**config.mk**
```make
export PLATFORM = sky130hd
export DESIGN_NAME = agc_sequencer
export DESIGN_NICKNAME = d
export VERILOG_FILES = /design/src/rtl/agc_pkg.sv /design/src/rtl/agc_seq_timer.sv /design/src/rtl/agc_sequencer.sv
export SDC_FILE = /design/constraint.sdc
export NUM_CORES = 1
export LEC_CHECK = 0
export ABC_AREA = 1
export ABC_CLOCK_PERIOD_IN_PS = 4640
export CAP_MARGIN = 20
export CORE_UTILIZATION = 58
export DETAILED_ROUTE_END_ITERATION = 8
export PLACE_DENSITY = 0.83
export SLEW_MARGIN = 5
export SYNTH_ARGS = -nofsm -noshare
export SYNTH_HDL_FRONTEND = slang
export SYNTH_SLANG_ARGS = --single-unit
```
**constraint.sdc**
```tcl
create_clock -name clk -period 4.64 [get_ports clk]
set_clock_uncertainty 0.2 [all_clocks]
set_input_delay 0.928 -clock clk [delete_from_list [all_inputs] [get_ports clk]]
set_output_delay 0.928 -clock clk [all_outputs]
set_load 0.02 [all_outputs]
```
**src/rtl/agc_pkg.sv**
```systemverilog
// Shared types for the AGC controller family: FSM state encoding, default gain width
// and the counter-width helpers used to size the sequencer's saturating counters.
package agc_pkg;

    localparam int GAIN_W_DEF = 6;

    typedef enum logic [2:0] {
        ST_IDLE,
        ST_RESTART,
        ST_ACQUIRE,
        ST_SETTLE,
        ST_HOLD
    } state_e;

    function automatic int max_of4(input int a, input int b, input int c, input int d);
        int m;
        m = a;
        if (b > m) m = b;
        if (c > m) m = c;
        if (d > m) m = d;
        return m;
    endfunction

    // Width that holds 0..max_val; never narrower than one bit.
    function automatic int cnt_width(input int max_val);
        return (max_val < 1) ? 1 : $clog2(max_val + 1);
    endfunction

endpackage

```
**src/rtl/agc_seq_timer.sv**
```systemverilog
// Loadable down-counter shared by all timed sequencer states; it stops at zero and
// flags expiry while it sits there.
module agc_seq_timer #(
    parameter int W = 8
) (
    input  logic         clk,
    input  logic         RESETn,
    input  logic         load,
    input  logic [W-1:0] load_val,
    output logic         expire
);

    logic [W-1:0] cnt_q, cnt_d;

    always_comb begin
        if (load)
            cnt_d = load_val;
        else if (cnt_q != '0)
            cnt_d = cnt_q - 1'b1;
        else
            cnt_d = cnt_q;
    end

    always_ff @(posedge clk or negedge RESETn) begin
        if (!RESETn)
            cnt_q <= '0;
        else
            cnt_q <= cnt_d;
    end

    assign expire = (cnt_q == '0);

endmodule

```
**src/rtl/agc_sequencer.sv**
```systemverilog
// Per-packet AGC acquisition sequencer: restart, run, latch, settle, then hold the gain,
// re-acquiring on sustained overload. Define AGC_TRACK_EN for periodic tracking restarts.
module agc_sequencer
    import agc_pkg::*;
#(
    parameter int GAIN_W       = GAIN_W_DEF,
    parameter int RESTART_CYC  = 2,
    parameter int ACQ_TIMEOUT  = 256,
    parameter int SETTLE_CYC   = 8,
    parameter int OVL_THRESH   = 4,
    parameter int MAX_RETRY    = 3,
    parameter int TRACK_PERIOD = 1024
) (
    input  logic              clk,
    input  logic              RESETn,
    input  logic              acq_req,
    input  logic              pkt_end,
    input  logic              overload,
    input  logic [GAIN_W-1:0] agc_gain_in,
    input  logic              agc_done,
    output logic              agc_restart_n,
    output logic              agc_run,
    output logic [GAIN_W-1:0] gain_hold,
    output logic              gain_valid,
    output logic              busy,
    output logic              timeout_err,
    output logic              retry_sat
);

    localparam int TMR_W   = cnt_width(max_of4(RESTART_CYC, ACQ_TIMEOUT, SETTLE_CYC, TRACK_PERIOD));
    localparam int OVL_W   = cnt_width(OVL_THRESH);
    localparam int RETRY_W = cnt_width(MAX_RETRY);

    state_e              state_q, state_d;
    logic [GAIN_W-1:0]   gain_hold_q, gain_hold_d;
    logic [RETRY_W-1:0]  retry_cnt_q, retry_cnt_d;
    logic [OVL_W-1:0]    ovl_cnt_q, ovl_cnt_d;
    logic                timeout_err_q, timeout_err_d;
    logic                retry_sat_q, retry_sat_d;
    logic                agc_restart_n_q, agc_restart_n_d;
    logic                agc_run_q, agc_run_d;
    logic                gain_valid_q, gain_valid_d;
    logic                busy_q, busy_d;

    logic                tmr_load, tmr_expire;
    logic [TMR_W-1:0]    tmr_load_val;
    logic                ovl_trig, track_trig;

    agc_seq_timer #(.W(TMR_W)) u_timer (
        .clk      (clk),
        .RESETn   (RESETn),
        .load     (tmr_load),
        .load_val (tmr_load_val),
        .expire   (tmr_expire)
    );

    always_comb begin
        // NOTE: every signal gets a default here so no path through the case infers a latch.
        state_d       = state_q;
        gain_hold_d   = gain_hold_q;
        retry_cnt_d   = retry_cnt_q;
        ovl_cnt_d     = '0;
        timeout_err_d = timeout_err_q;
        retry_sat_d   = retry_sat_q;

        ovl_trig = (state_q == ST_HOLD) && overload && (ovl_cnt_q == OVL_W'(OVL_THRESH - 1));
`ifdef AGC_TRACK_EN
        track_trig = (state_q == ST_HOLD) && tmr_expire;
`else
        track_trig = 1'b0;
`endif

        case (state_q)
            ST_IDLE: begin
                if (acq_req) begin
                    state_d       = ST_RESTART;
                    retry_cnt_d   = '0;
                    timeout_err_d = 1'b0;
                    retry_sat_d   = 1'b0;
                end
            end
            ST_RESTART: begin
                if (pkt_end)         state_d = ST_IDLE;
                else if (tmr_expire) state_d = ST_ACQUIRE;
            end
            ST_ACQUIRE: begin
                if (pkt_end) begin
                    state_d = ST_IDLE;
                end else if (tmr_expire) begin
                    gain_hold_d   = agc_gain_in;
                    timeout_err_d = 1'b1;
                    state_d       = ST_SETTLE;
                end else if (agc_done) begin
                    gain_hold_d = agc_gain_in;
                    state_d     = ST_SETTLE;
                end
            end
            ST_SETTLE: begin
                if (pkt_end)         state_d = ST_IDLE;
                else if (tmr_expire) state_d = ST_HOLD;
            end
            ST_HOLD: begin
                if (pkt_end) begin
                    state_d = ST_IDLE;
                end else if (ovl_trig) begin
                    // Saturated retries keep the gain frozen; tracking may still restart.
                    if (retry_cnt_q < RETRY_W'(MAX_RETRY)) begin
                        retry_cnt_d = retry_cnt_q + 1'b1;
                        state_d     = ST_RESTART;
                    end else begin
                        retry_sat_d = 1'b1;
                        if (track_trig) state_d = ST_RESTART;
                    end
                end else begin
                    ovl_cnt_d = overload ? ovl_cnt_q + 1'b1 : '0;
                    if (track_trig) state_d = ST_RESTART;
                end
            end
            default: state_d = ST_IDLE;
        endcase

        // Outputs are decoded from the next state so they register in step with it.
        agc_restart_n_d = (state_d != ST_RESTART);
        agc_run_d       = (state_d == ST_ACQUIRE);
        gain_valid_d    = (state_d == ST_HOLD);
        busy_d          = (state_d != ST_IDLE);

        tmr_load = (state_d != state_q);
        case (state_d)
            ST_RESTART: tmr_load_val = TMR_W'(RESTART_CYC - 1);
            ST_ACQUIRE: tmr_load_val = TMR_W'(ACQ_TIMEOUT - 1);
            ST_SETTLE:  tmr_load_val = TMR_W'(SETTLE_CYC - 1);
            ST_HOLD:    tmr_load_val = TMR_W'(TRACK_PERIOD - 1);
            default:    tmr_load_val = '0;
        endcase
    end

    // NOTE: state is updated with non-blocking assignments so all flops sample pre-edge values.
    always_ff @(posedge clk or negedge RESETn) begin
        if (!RESETn) begin
            state_q         <= ST_IDLE;
            gain_hold_q     <= '0;
            retry_cnt_q     <= '0;
            ovl_cnt_q       <= '0;
            timeout_err_q   <= 1'b0;
            retry_sat_q     <= 1'b0;
            agc_restart_n_q <= 1'b1;
            agc_run_q       <= 1'b0;
            gain_valid_q    <= 1'b0;
            busy_q          <= 1'b0;
        end else begin
            state_q         <= state_d;
            gain_hold_q     <= gain_hold_d;
            retry_cnt_q     <= retry_cnt_d;
            ovl_cnt_q       <= ovl_cnt_d;
            timeout_err_q   <= timeout_err_d;
            retry_sat_q     <= retry_sat_d;
            agc_restart_n_q <= agc_restart_n_d;
            agc_run_q       <= agc_run_d;
            gain_valid_q    <= gain_valid_d;
            busy_q          <= busy_d;
        end
    end

    assign agc_restart_n = agc_restart_n_q;
    assign agc_run       = agc_run_q;
    assign gain_hold     = gain_hold_q;
    assign gain_valid    = gain_valid_q;
    assign busy          = busy_q;
    assign timeout_err   = timeout_err_q;
    assign retry_sat     = retry_sat_q;

endmodule

```
==> results of run 1 <==
[final cells by class]
cell class,instances,area (um2)
Clock buffer,6,51.3
Clock inverter,1,5.00
Fill cell,197,718
Inverter,29,109
Multi-Input combinational cell,120,793
Sequential cell,31,777
Tap cell,31,38.8
Timing Repair Buffer,25,265
[flip-flops by register name, indices dropped and copies added, names as in the netlist]
register / cells
retry_cnt_q: 2
agc_run: 1
gain_hold: 6
timeout_err: 1
busy: 1
state_q: 3
agc_restart_n: 1
retry_sat: 1
ovl_cnt_q: 3
u_timer.cnt_q: 11
gain_valid: 1
[worst max-delay path, stage by stage]
cell and delay (ns):
clkdlybuf4s50_1 0.48, nor3_2 0.34, nand4_1 0.28, a21oi_1 0.33, a21oi_4 0.12, nand2_8 0.13
nand2_4 0.08, a21oi_1 0.15
[power by group]
group	switching (mW)	internal, mW	total [mW]	leakage, nW
combinational	0.380	0.243	0.624	0.617
clock	0.0913	0.0701	0.161	0.0341
sequential	0.0399	0.341	0.381	0.411
[cells in the final DEF, fill, tap and decap left out, types with 2 or more instances in the layout]
| master | n |
|---|---|
| nand2_1 | 33 |
| dfrtp_1 | 30 |
| clkdlybuf4s50_1 | 23 |
| inv_1 | 22 |
| nand3_1 | 12 |
| nand2_2 | 9 |
| nor2_1 | 8 |
| inv_2 | 7 |
| xor2_1 | 7 |
| a21oi_1 | 6 |
| o21ai_0 | 6 |
| mux2_2 | 6 |
| clkbuf_4 | 5 |
| nor3_1 | 4 |
| ha_1 | 4 |
| nand4_1 | 3 |
| nor2_2 | 2 |
| nor2_4 | 2 |
| a21oi_2 | 2 |
| nand2_4 | 2 |
| nand3_2 | 2 |
| nor4_1 | 2 |
[synth_stat cells (all sizes together), types with 2 or more instances]
cell type	number
nand2	45
dfrtp	30
inv	29
nand3	15
nor2	13
a21oi	9
o21ai	7
xor2	7
mux2	6
nor3	5
ha	4
nand4	3
nor4	2
[routing by layer]
layer	up-vias	GRT usage, %
li1	643	-
met1	638	29.8
met2	58	42.5
met3	11	9.30
met4	0	13.2
met5	-	0
[kinds of logic after synthesis]
group           after synthesis  synth area share, %
mux                           6                 4.02
flops                        31                 46.3
simple gates                 84                 28.2
buf+inv                      29                 6.48
fa+ha+maj                     4                 2.98
xor+xnor                      8                 4.17
compound gates               18                 7.90
[worst max path at each step]
stage                  from                to  slack [ns]  depth (start not counted)
finish              pkt_end  u_timer.cnt_q[5]        1.84                          8
floorplan           pkt_end  u_timer.cnt_q[1]        2.32                         10
CTS                 pkt_end  u_timer.cnt_q[5]        1.88                          8
global route        pkt_end  u_timer.cnt_q[6]        1.73                          8
global placement    pkt_end  u_timer.cnt_q[1]        1.72                         11
detailed placement  pkt_end  u_timer.cnt_q[5]        1.62                          8
==> metrics.csv, run 1 <==
stage;metric;value;unit
status;status;complete, no violations;
worst_setup_path;Worst Setup End Kind;flip-flop;
cts;Clock Sinks;31;
worst_setup_path;Worst Path Required;4.68;ns
placed_design;dpl cells;235;
timing;Final Hold Violating Endpoints;0;
worst_setup_path;r2r setup slk;2.16;ns
global_routing;first-pass GRT wire length;6020;um
worst_setup_path;CP Data Arrival Time;2.85;ns
floorplanning;io pins;24;
timing;unrepaired setup endpoints after global routing;false;
timing;max-slew violation count;0;
cts;Clock Latency Late Sink;0.34;ns
synth;Post-Syn Nets;196;
worst_setup_path;Worst R2R Path Depth;10;
cts;CTS resizes;0;
synth;Syn Inst Count;180;
global_routing;largest net degree at the start of global routing;25;
timing;Final Cycle Share;60.4;%
routing;met3 WL post-DR;259;um
synth;synth top area cells;dfrtp_1, nand2_1, inv_1;
routing;routed wl met2;1760;um
cts;Clock Path Buffers;2;
cts;root buf cell;clkbuf_4;
final_layout;antenna fix cells;0;
floorplanning;Die Width;55.8;um
synth;Syn Std Cell Area;1680;um2
final_layout;Core Util, Final;74.0;%
global_routing;vias in the first global route;1368;
floorplanning;core area;2760;um2
routing;Top Layer Used;met4;
synth;number of synthesized flops with an enable pin;0;
routing;DRT Pass-1 Iters;4;
synth;Seq/Total Area, Yosys;46.3;%
timing;setup ws final;1.84;ns
routing;Detailed Route Iter0 Violations;46;
global_routing;overall routing resource usage;25.9;%
min_path;hold path endpoint;ovl_cnt_q[0];
synth;Async SR Flop Fraction;100;%
floorplanning;Starting Density;60.9;%
final_layout;layout cell share with drive strength beyond 1;23.1;%
worst_setup_path;worst r2r src;u_timer.cnt_q[1];
timing;hold slack;0.263;ns
job;Max Cap Viol;0;
routing;DRT antenna net count;0;
pwr;maximum vdd drop;0.455;mV
placed_design;Placed Area;1960;um2
min_path;worst hold path type;reg -> reg;
synth;area leader, netlist;dfrtp_1;
routing;drc violations;0;
global_routing;initial antenna violation count;0;
synth;Yosys cell types;31;
cts;CTS Buf Count;5;
worst_setup_path;r2r endpoint;u_timer.cnt_q[5];
synth;Top FF cell, synth;dfrtp_1;
worst_setup_path;Worst Setup Start Kind;primary input;
routing;via count;1350;
worst_setup_path;critical path class;in -> reg;
cts;Post-CTS Setup Inserts;0;
synth;flops & latches, synth;31;
routing;Metal-1 WL;1400;um
routing;per-cell routed wire length;14.6;um
timing;Peak Freq;357;MHz
final_layout;area growth from synthesis to layout;21.5;%
global_routing;GR Overflow Total;0;
cts;TritonCTS clock tree;built;
floorplanning;row count;19;
final_layout;fin cells;243;
synth;Ys Warns;0;
placed_design;Setup WS pre-CTS;1.62;ns
timing;Slew @ Worst Pin;0.332;ns
cts;hold_buf cts;0;
cts;H-Tree Depth;2;
timing;Final TNS setup;0;ns
floorplanning;Die Footprint;3110;um2
timing;Final setup viols;0;
placed_design;GP Congestion;0.922;
synth;Mean Syn Cell Area;9.33;um2
timing;worst rel slew slack;77.8;%
timing;Final min period;2.80;ns
floorplanning;Die Ht;55.8;um
routing;Post-Route WL;3540;um
min_path;Hold Startpoint;ovl_cnt_q[0];
cts;clock slew at reported path FFs;0.10;ns
routing;Vias/cell;5.56;
pwr;Power Dens Cells;572;nW/um2
final_layout;Final #Nets;228;
pwr;total power;1.17;mW
placed_design;DP HPWL;2660;um
worst_setup_path;CP max FO;9;
final_layout;cell area after layout;2040;um2
min_path;WHS Path Cells;1;
placed_design;Port Buffers;23;
pwr;Leak;1.06;nW
synth;share of the synthesized area in the top cell type;44.7;%
Note: power is estimated with default switching activity, not from simulation.
==> run 2, diff against run 1 <==
--- a/config.mk
+++ b/config.mk
@@ -6,11 +6,11 @@
 export NUM_CORES = 1
 export LEC_CHECK = 0
 export ABC_AREA = 1
-export ABC_CLOCK_PERIOD_IN_PS = 4640
+export ABC_CLOCK_PERIOD_IN_PS = 2800
 export CAP_MARGIN = 20
-export CORE_UTILIZATION = 58
+export CORE_UTILIZATION = 54
 export DETAILED_ROUTE_END_ITERATION = 8
-export PLACE_DENSITY = 0.83
+export PLACE_DENSITY = 0.78
 export SLEW_MARGIN = 5
 export SYNTH_ARGS = -nofsm -noshare
 export SYNTH_HDL_FRONTEND = slang
==> constraint.sdc (replaced) <==
create_clock -name clk -period 2.8 [get_ports clk]
set_clock_uncertainty 0.2 [all_clocks]
set_input_delay 0.56 -clock clk [delete_from_list [all_inputs] [get_ports clk]]
set_output_delay 0.56 -clock clk [all_outputs]
set_load 0.02 [all_outputs]
==> metrics.csv, run 2 (same netlist as run 1, synthesis figures left out) <==
stage;metric;value;unit
final_layout;Reg with most FFs;u_timer.cnt_q;
final_layout;layout cell share with drive strength beyond 1;23.0;%
routing;routed wl met2;1490;um
timing;Final min period;2.37;ns
worst_setup_path;r2r setup slk;0.43;ns
final_layout;area growth from synthesis to layout;20.1;%
timing;Final Cycle Share;84.6;%
floorplanning;Die Width;57.8;um
global_routing;overall routing resource usage;22.6;%
routing;met3 WL post-DR;167;um
worst_setup_path;Worst Setup End Kind;flip-flop;
routing;DRT Pass-1 Iters;4;
placed_design;Port Buffers;23;
timing;setup ws final;0.430;ns
worst_setup_path;Worst R2R Path Depth;12;
global_routing;first-pass GRT wire length;5630;um
final_layout;Largest register FFs;11;
pwr;Power Dens Cells;937;nW/um2
status;status;complete, no violations;
cts;H-Tree Depth;2;
worst_setup_path;Worst Setup Start Kind;flip-flop;
timing;Peak Freq;422;MHz
routing;Post-Route WL;3170;um
floorplanning;core area;2850;um2
worst_setup_path;worst r2r src;u_timer.cnt_q[0];
final_layout;most common cell after layout, fill and taps aside;nand2_1;
placed_design;Setup WS pre-CTS;0.189;ns
final_layout;antenna fix cells;0;
worst_setup_path;CP max FO;9;
worst_setup_path;critical path class;reg -> reg;
timing;Final setup viols;0;
cts;clock slew at reported path FFs;0.10;ns
min_path;WHS Path Cells;1;
global_routing;vias in the first global route;1307;
timing;unrepaired setup endpoints after global routing;false;
cts;root buf cell;clkbuf_4;
cts;Clock Path Buffers;2;
timing;worst rel slew slack;74.1;%
timing;Final TNS setup;0;ns
floorplanning;Starting Density;58.9;%
floorplanning;Die Footprint;3340;um2
timing;max-slew violation count;0;
pwr;Int Pwr;1.06;mW
pwr;Leak;1.05;nW
final_layout;Core Util, Final;70.7;%
routing;drc violations;0;
min_path;Hold Startpoint;ovl_cnt_q[0];
global_routing;GR Overflow Total;0;
cts;Clock Sinks;31;
cts;CTS Buf Count;5;
global_routing;largest net degree at the start of global routing;32;
routing;Detailed Route Iter0 Violations;47;
pwr;Sequential Power Share;33.0;%
cts;hold_buf cts;0;
pwr;maximum vdd drop;0.615;mV
worst_setup_path;r2r endpoint;u_timer.cnt_q[3];
floorplanning;Die Ht;57.8;um
placed_design;DP HPWL;2380;um
pwr;Sw Share;43.8;%
cts;CTS resizes;0;
routing;DRT antenna net count;0;
floorplanning;io pins;24;
timing;Final Hold Violating Endpoints;0;
routing;Top Layer Used;met4;
cts;TritonCTS clock tree;built;
cts;Clock Latency Late Sink;0.34;ns
min_path;worst hold path type;reg -> reg;
routing;per-cell routed wire length;13.0;um
final_layout;Final #Nets;228;
pwr;clock share of power;13.6;%
pwr;Gate power share;53.4;%
pwr;sw power;828;uW
floorplanning;row count;19;
worst_setup_path;CP Data Arrival Time;2.43;ns
routing;via count;1291;
timing;Slew @ Worst Pin;0.389;ns
routing;Metal-1 WL;1460;um
cts;Post-CTS Setup Inserts;0;
job;Max Cap Viol;0;
final_layout;commonest cells after routing, fill and taps aside;nand2_1, dfrtp_1, clkdlybuf4s50_1;
global_routing;initial antenna violation count;0;
min_path;hold path endpoint;ovl_cnt_q[0];
routing;Vias/cell;5.29;
placed_design;GP Congestion;0.895;
worst_setup_path;Worst Path Required;2.86;ns
run 2: stage by stage:
| step | total power, mW | instances | hold WS [ns] | instance area, um2 |
|---|---|---|---|---|
| after detailed placement | 1.64 | 236 | 0.252 | 1960 |
| after global routing | 2.02 | 244 | 0.274 | 2020 |
| final | 1.89 | 244 | 0.262 | 2020 |
| after global placement | 1.62 | 236 | 0.227 | 1960 |
| after CTS | 1.91 | 244 | 0.264 | 2020 |
| after floorplan | 1.37 | 180 | 0.0644 | 1680 |
run 2: worst max path at each step:
stage                           from               end  slack (ns)  cells past startpoint
floorplan           u_timer.cnt_q[0]  u_timer.cnt_q[1]        0.74                     13
global placement             pkt_end  u_timer.cnt_q[1]        0.27                     11
detailed placement           pkt_end  u_timer.cnt_q[1]        0.19                     11
CTS                 u_timer.cnt_q[0]  u_timer.cnt_q[3]        0.39                     12
global route        u_timer.cnt_q[0]  u_timer.cnt_q[1]        0.28                     13
finish              u_timer.cnt_q[0]  u_timer.cnt_q[3]        0.43                     12
run 2: critical path: stages (launching register included):
cell	delay, ns
dfrtp_1	0.37
inv_1	0.11
ha_1	0.24
nand2_1	0.08
nor2_2	0.15
nand3_4	0.19
nand2_2	0.13
nand2_4	0.09
nand4_1	0.15
nand2_2	0.17
nand2_8	0.17
nand2_4	0.08
a21oi_1	0.16
run 2: power groups by stage:
| stage | Clock (mW) | Combinational (mW) | Sequential [mW] |
|---|---|---|---|
| final | 0.257 | 1.01 | 0.624 |
| after floorplan | 0 | 0.668 | 0.700 |
| after CTS | 0.264 | 1.02 | 0.626 |
| after global routing | 0.281 | 1.10 | 0.638 |
| after global placement | 0 | 0.989 | 0.629 |
| after detailed placement | 0 | 1.00 | 0.633 |
run 2: metal layers:
metal  vias up  global-route usage [%]
li1        654                       -
met4         0                    6.12
met3         7                    7.59
met2        30                    37.5
met1       600                    28.4
met5         -                       0
run 2: layout make-up:
type / instances / area (um2)
clock buffers: 6 / 41.3
clock inverters: 2 / 12.5
fillers: 231 / 836
inverters: 29 / 109
multi-input cells: 120 / 793
flip-flops and latches: 31 / 777
well taps: 31 / 38.8
repair buffers: 25 / 245
==> run 3, diff against run 2 <==
--- a/config.mk
+++ b/config.mk
@@ -6,11 +6,11 @@
 export NUM_CORES = 1
 export LEC_CHECK = 0
 export ABC_AREA = 1
-export ABC_CLOCK_PERIOD_IN_PS = 2800
+export ABC_CLOCK_PERIOD_IN_PS = 1990
 export CAP_MARGIN = 20
-export CORE_UTILIZATION = 54
+export CORE_UTILIZATION = 48
 export DETAILED_ROUTE_END_ITERATION = 8
-export PLACE_DENSITY = 0.78
+export PLACE_DENSITY = 0.73
 export SLEW_MARGIN = 5
 export SYNTH_ARGS = -nofsm -noshare
 export SYNTH_HDL_FRONTEND = slang
==> constraint.sdc (replaced) <==
create_clock -name clk -period 1.99 [get_ports clk]
set_clock_uncertainty 0.2 [all_clocks]
set_input_delay 0.398 -clock clk [delete_from_list [all_inputs] [get_ports clk]]
set_output_delay 0.398 -clock clk [all_outputs]
set_load 0.02 [all_outputs]
==> metrics.csv, run 3 (same netlist as run 1, synthesis figures left out) <==
stage;metric;value;unit
final_layout;commonest cells after routing, fill and taps aside;buf_4, dfrtp_1, nand2_1, clkdlybuf4s50_1, inv_1;
routing;Detailed Route Iter0 Violations;83;
status;status;finished with violations;
min_path;worst hold path type;in -> async;
routing;DRT antenna net count;0;
worst_setup_path;slowest CP cell;clkdlybuf4s50_1;
routing;Post-Route WL;4260;um
cts;Clock Path Buffers;2;
worst_setup_path;CP max FO;7;
cts;Clock Sinks;31;
global_routing;initial antenna violation count;0;
floorplanning;row count;21;
final_layout;Reg with most FFs;u_timer.cnt_q;
routing;Vias/cell;5.10;
cts;root buf cell;clkbuf_4;
cts;CTS Buf Count;5;
routing;via count;1561;
final_layout;Largest register FFs;11;
timing;setup ws final;-0.123;ns
worst_setup_path;Worst Path Required;2.03;ns
global_routing;vias in the first global route;1471;
worst_setup_path;Critical Path Most Common Cell;nand2_2;
cts;TritonCTS clock tree;built;
timing;Peak Freq;473;MHz
cts;hold_buf cts;0;
routing;DRT Pass-1 Iters;4;
placed_design;Placed Area;2220;um2
placed_design;DP HPWL;2870;um
final_layout;most common cell after layout, fill and taps aside;buf_4;
job;Max Cap Viol;0;
worst_setup_path;worst path bufs/invs;2;
placed_design;GP Congestion;0.843;
final_layout;antenna fix cells;0;
final_layout;area occupied by multi-input gates;945;um2
pwr;Leak;1.33;nW
global_routing;first-pass GRT wire length;6360;um
timing;Final min period;2.11;ns
final_layout;layout cell share with drive strength beyond 1;46.9;%
routing;per-cell routed wire length;13.9;um
cts;H-Tree Depth;2;
floorplanning;Die Width;61.1;um
worst_setup_path;Worst Setup End Kind;flip-flop;
timing;unrepaired setup endpoints after global routing;true;
worst_setup_path;crit path cell chain;clkdlybuf4s50_1 -> nor3_4 -> nand4_1 -> a21oi_2 -> a21oi_4 -> buf_12 -> nand3_1 -> nand2_2 -> nand2_2 -> nand2_1;
floorplanning;io pins;24;
cts;clock slew at reported path FFs;0.09;ns
timing;Final TNS setup;-1.02;ns
global_routing;GR Overflow Total;0;
routing;drc violations;0;
floorplanning;Die Ht;61.1;um
worst_setup_path;critical path class;in -> reg;
placed_design;Port Buffers;23;
final_layout;register area;777;um2
timing;worst rel slew slack;74.0;%
final_layout;fin cells;306;
floorplanning;Starting Density;50.3;%
placed_design;dpl cells;279;
status;failing checks;negative setup slack;
worst_setup_path;Top delay family on crit path;simple AND/OR/NAND/NOR gates;
timing;Slew @ Worst Pin;0.390;ns
cts;Clock Latency Late Sink;0.34;ns
worst_setup_path;max incr delay on CP;0.51;ns
global_routing;largest net degree at the start of global routing;32;
final_layout;Final #Nets;275;
final_layout;Layout fillers;220;
worst_setup_path;Worst Setup Start Kind;primary input;
timing;Final Hold Violating Endpoints;0;
pwr;Power Dens Cells;1310;nW/um2
floorplanning;core area;3340;um2
floorplanning;Die Footprint;3740;um2
timing;Final setup viols;11;
worst_setup_path;CP Data Arrival Time;2.15;ns
final_layout;area growth from synthesis to layout;52.3;%
final_layout;cell area after layout;2560;um2
timing;Final Cycle Share;106;%
global_routing;overall routing resource usage;23.7;%
timing;max-slew violation count;0;
pwr;maximum vdd drop;0.764;mV
run 3: cell count changes in the layout (fill, tap and decap cells not counted), sizes merged:
cell | previous run | this run
clkinvlp | 1 | 0
clkbuf | 6 | 5
dlygate4sd2 | 0 | 1
clkinv | 1 | 3
buf | 2 | 49
clkdlybuf4s50 | 23 | 22
run 3: routing by layer:
layer | vias to the layer above | share of wire [%] | global-route usage (%)
li1 | 737 | - | -
met1 | 758 | 40 | 28.6
met2 | 53 | 52 | 40.1
met3 | 13 | 5.8 | 6.72
met4 | 0 | 2.4 | 9.42
met5 | - | 0 | 0
run 3: layout make-up:
type                    count  share of cell area [%]
multi-input cells         120                    36.9
flip-flops and latches     31                    30.4
repair buffers             72                    24.1
inverters                  29                    4.26
well taps                  46                    2.25
clock buffers               5                    1.47
clock inverters             3                   0.587
run 3: metrics by stage:
stage               worst slack, ns  utilization [%]  power, mW  hold WS (ns)
floorplan                   -0.0413                -       1.97       -0.0976
global placement             -0.288             66.6       2.53         0.265
detailed placement           -0.405             66.6       2.60         0.275
CTS                          -0.149             71.0       3.12         0.261
global route                 -0.245             76.6       3.57         0.284
finish                       -0.123             76.6       3.35         0.245
run 3: final timing paths:
path / start / to / cells after the start / slack [ns]
hold reg to reg: retry_sat / retry_sat / 2 / 0.29
setup / recovery: pkt_end / u_timer.cnt_q[1] / 10 / -0.12
max in group asynchronous: RESETn / agc_restart_n / 2 / 1.02
setup reg to reg: u_timer.cnt_q[1] / u_timer.cnt_q[1] / 12 / -0.12
min in group clk: retry_sat / retry_sat / 2 / 0.29
hold / removal: RESETn / ovl_cnt_q[2] / 2 / 0.25
run 3: report_power, final:
group | total [mW] | switching (mW) | leakage (nW) | internal, mW
logic | 2.12 | 1.13 | 0.881 | 0.989
clock network | 0.348 | 0.216 | 0.0347 | 0.131
registers | 0.882 | 0.0872 | 0.411 | 0.795
total | 3.35 | 1.43 | 1.33 | 1.92
run 3: timing repair:
action,4_1_cts,5_1_grt
pin swaps,13,19
endpoints found under the setup margin,14,14
gates resized for setup,10,26
setup buffers,8,11
run 3: worst reg2reg max path, delay by kind of cell, from the launching register on:
family | cells | cell delay [ns]
compound gates | 2 | 0.31
fa+ha+maj | 1 | 0.17
buf+inv | 2 | 0.24
flops | 1 | 0.39
simple gates | 7 | 0.69
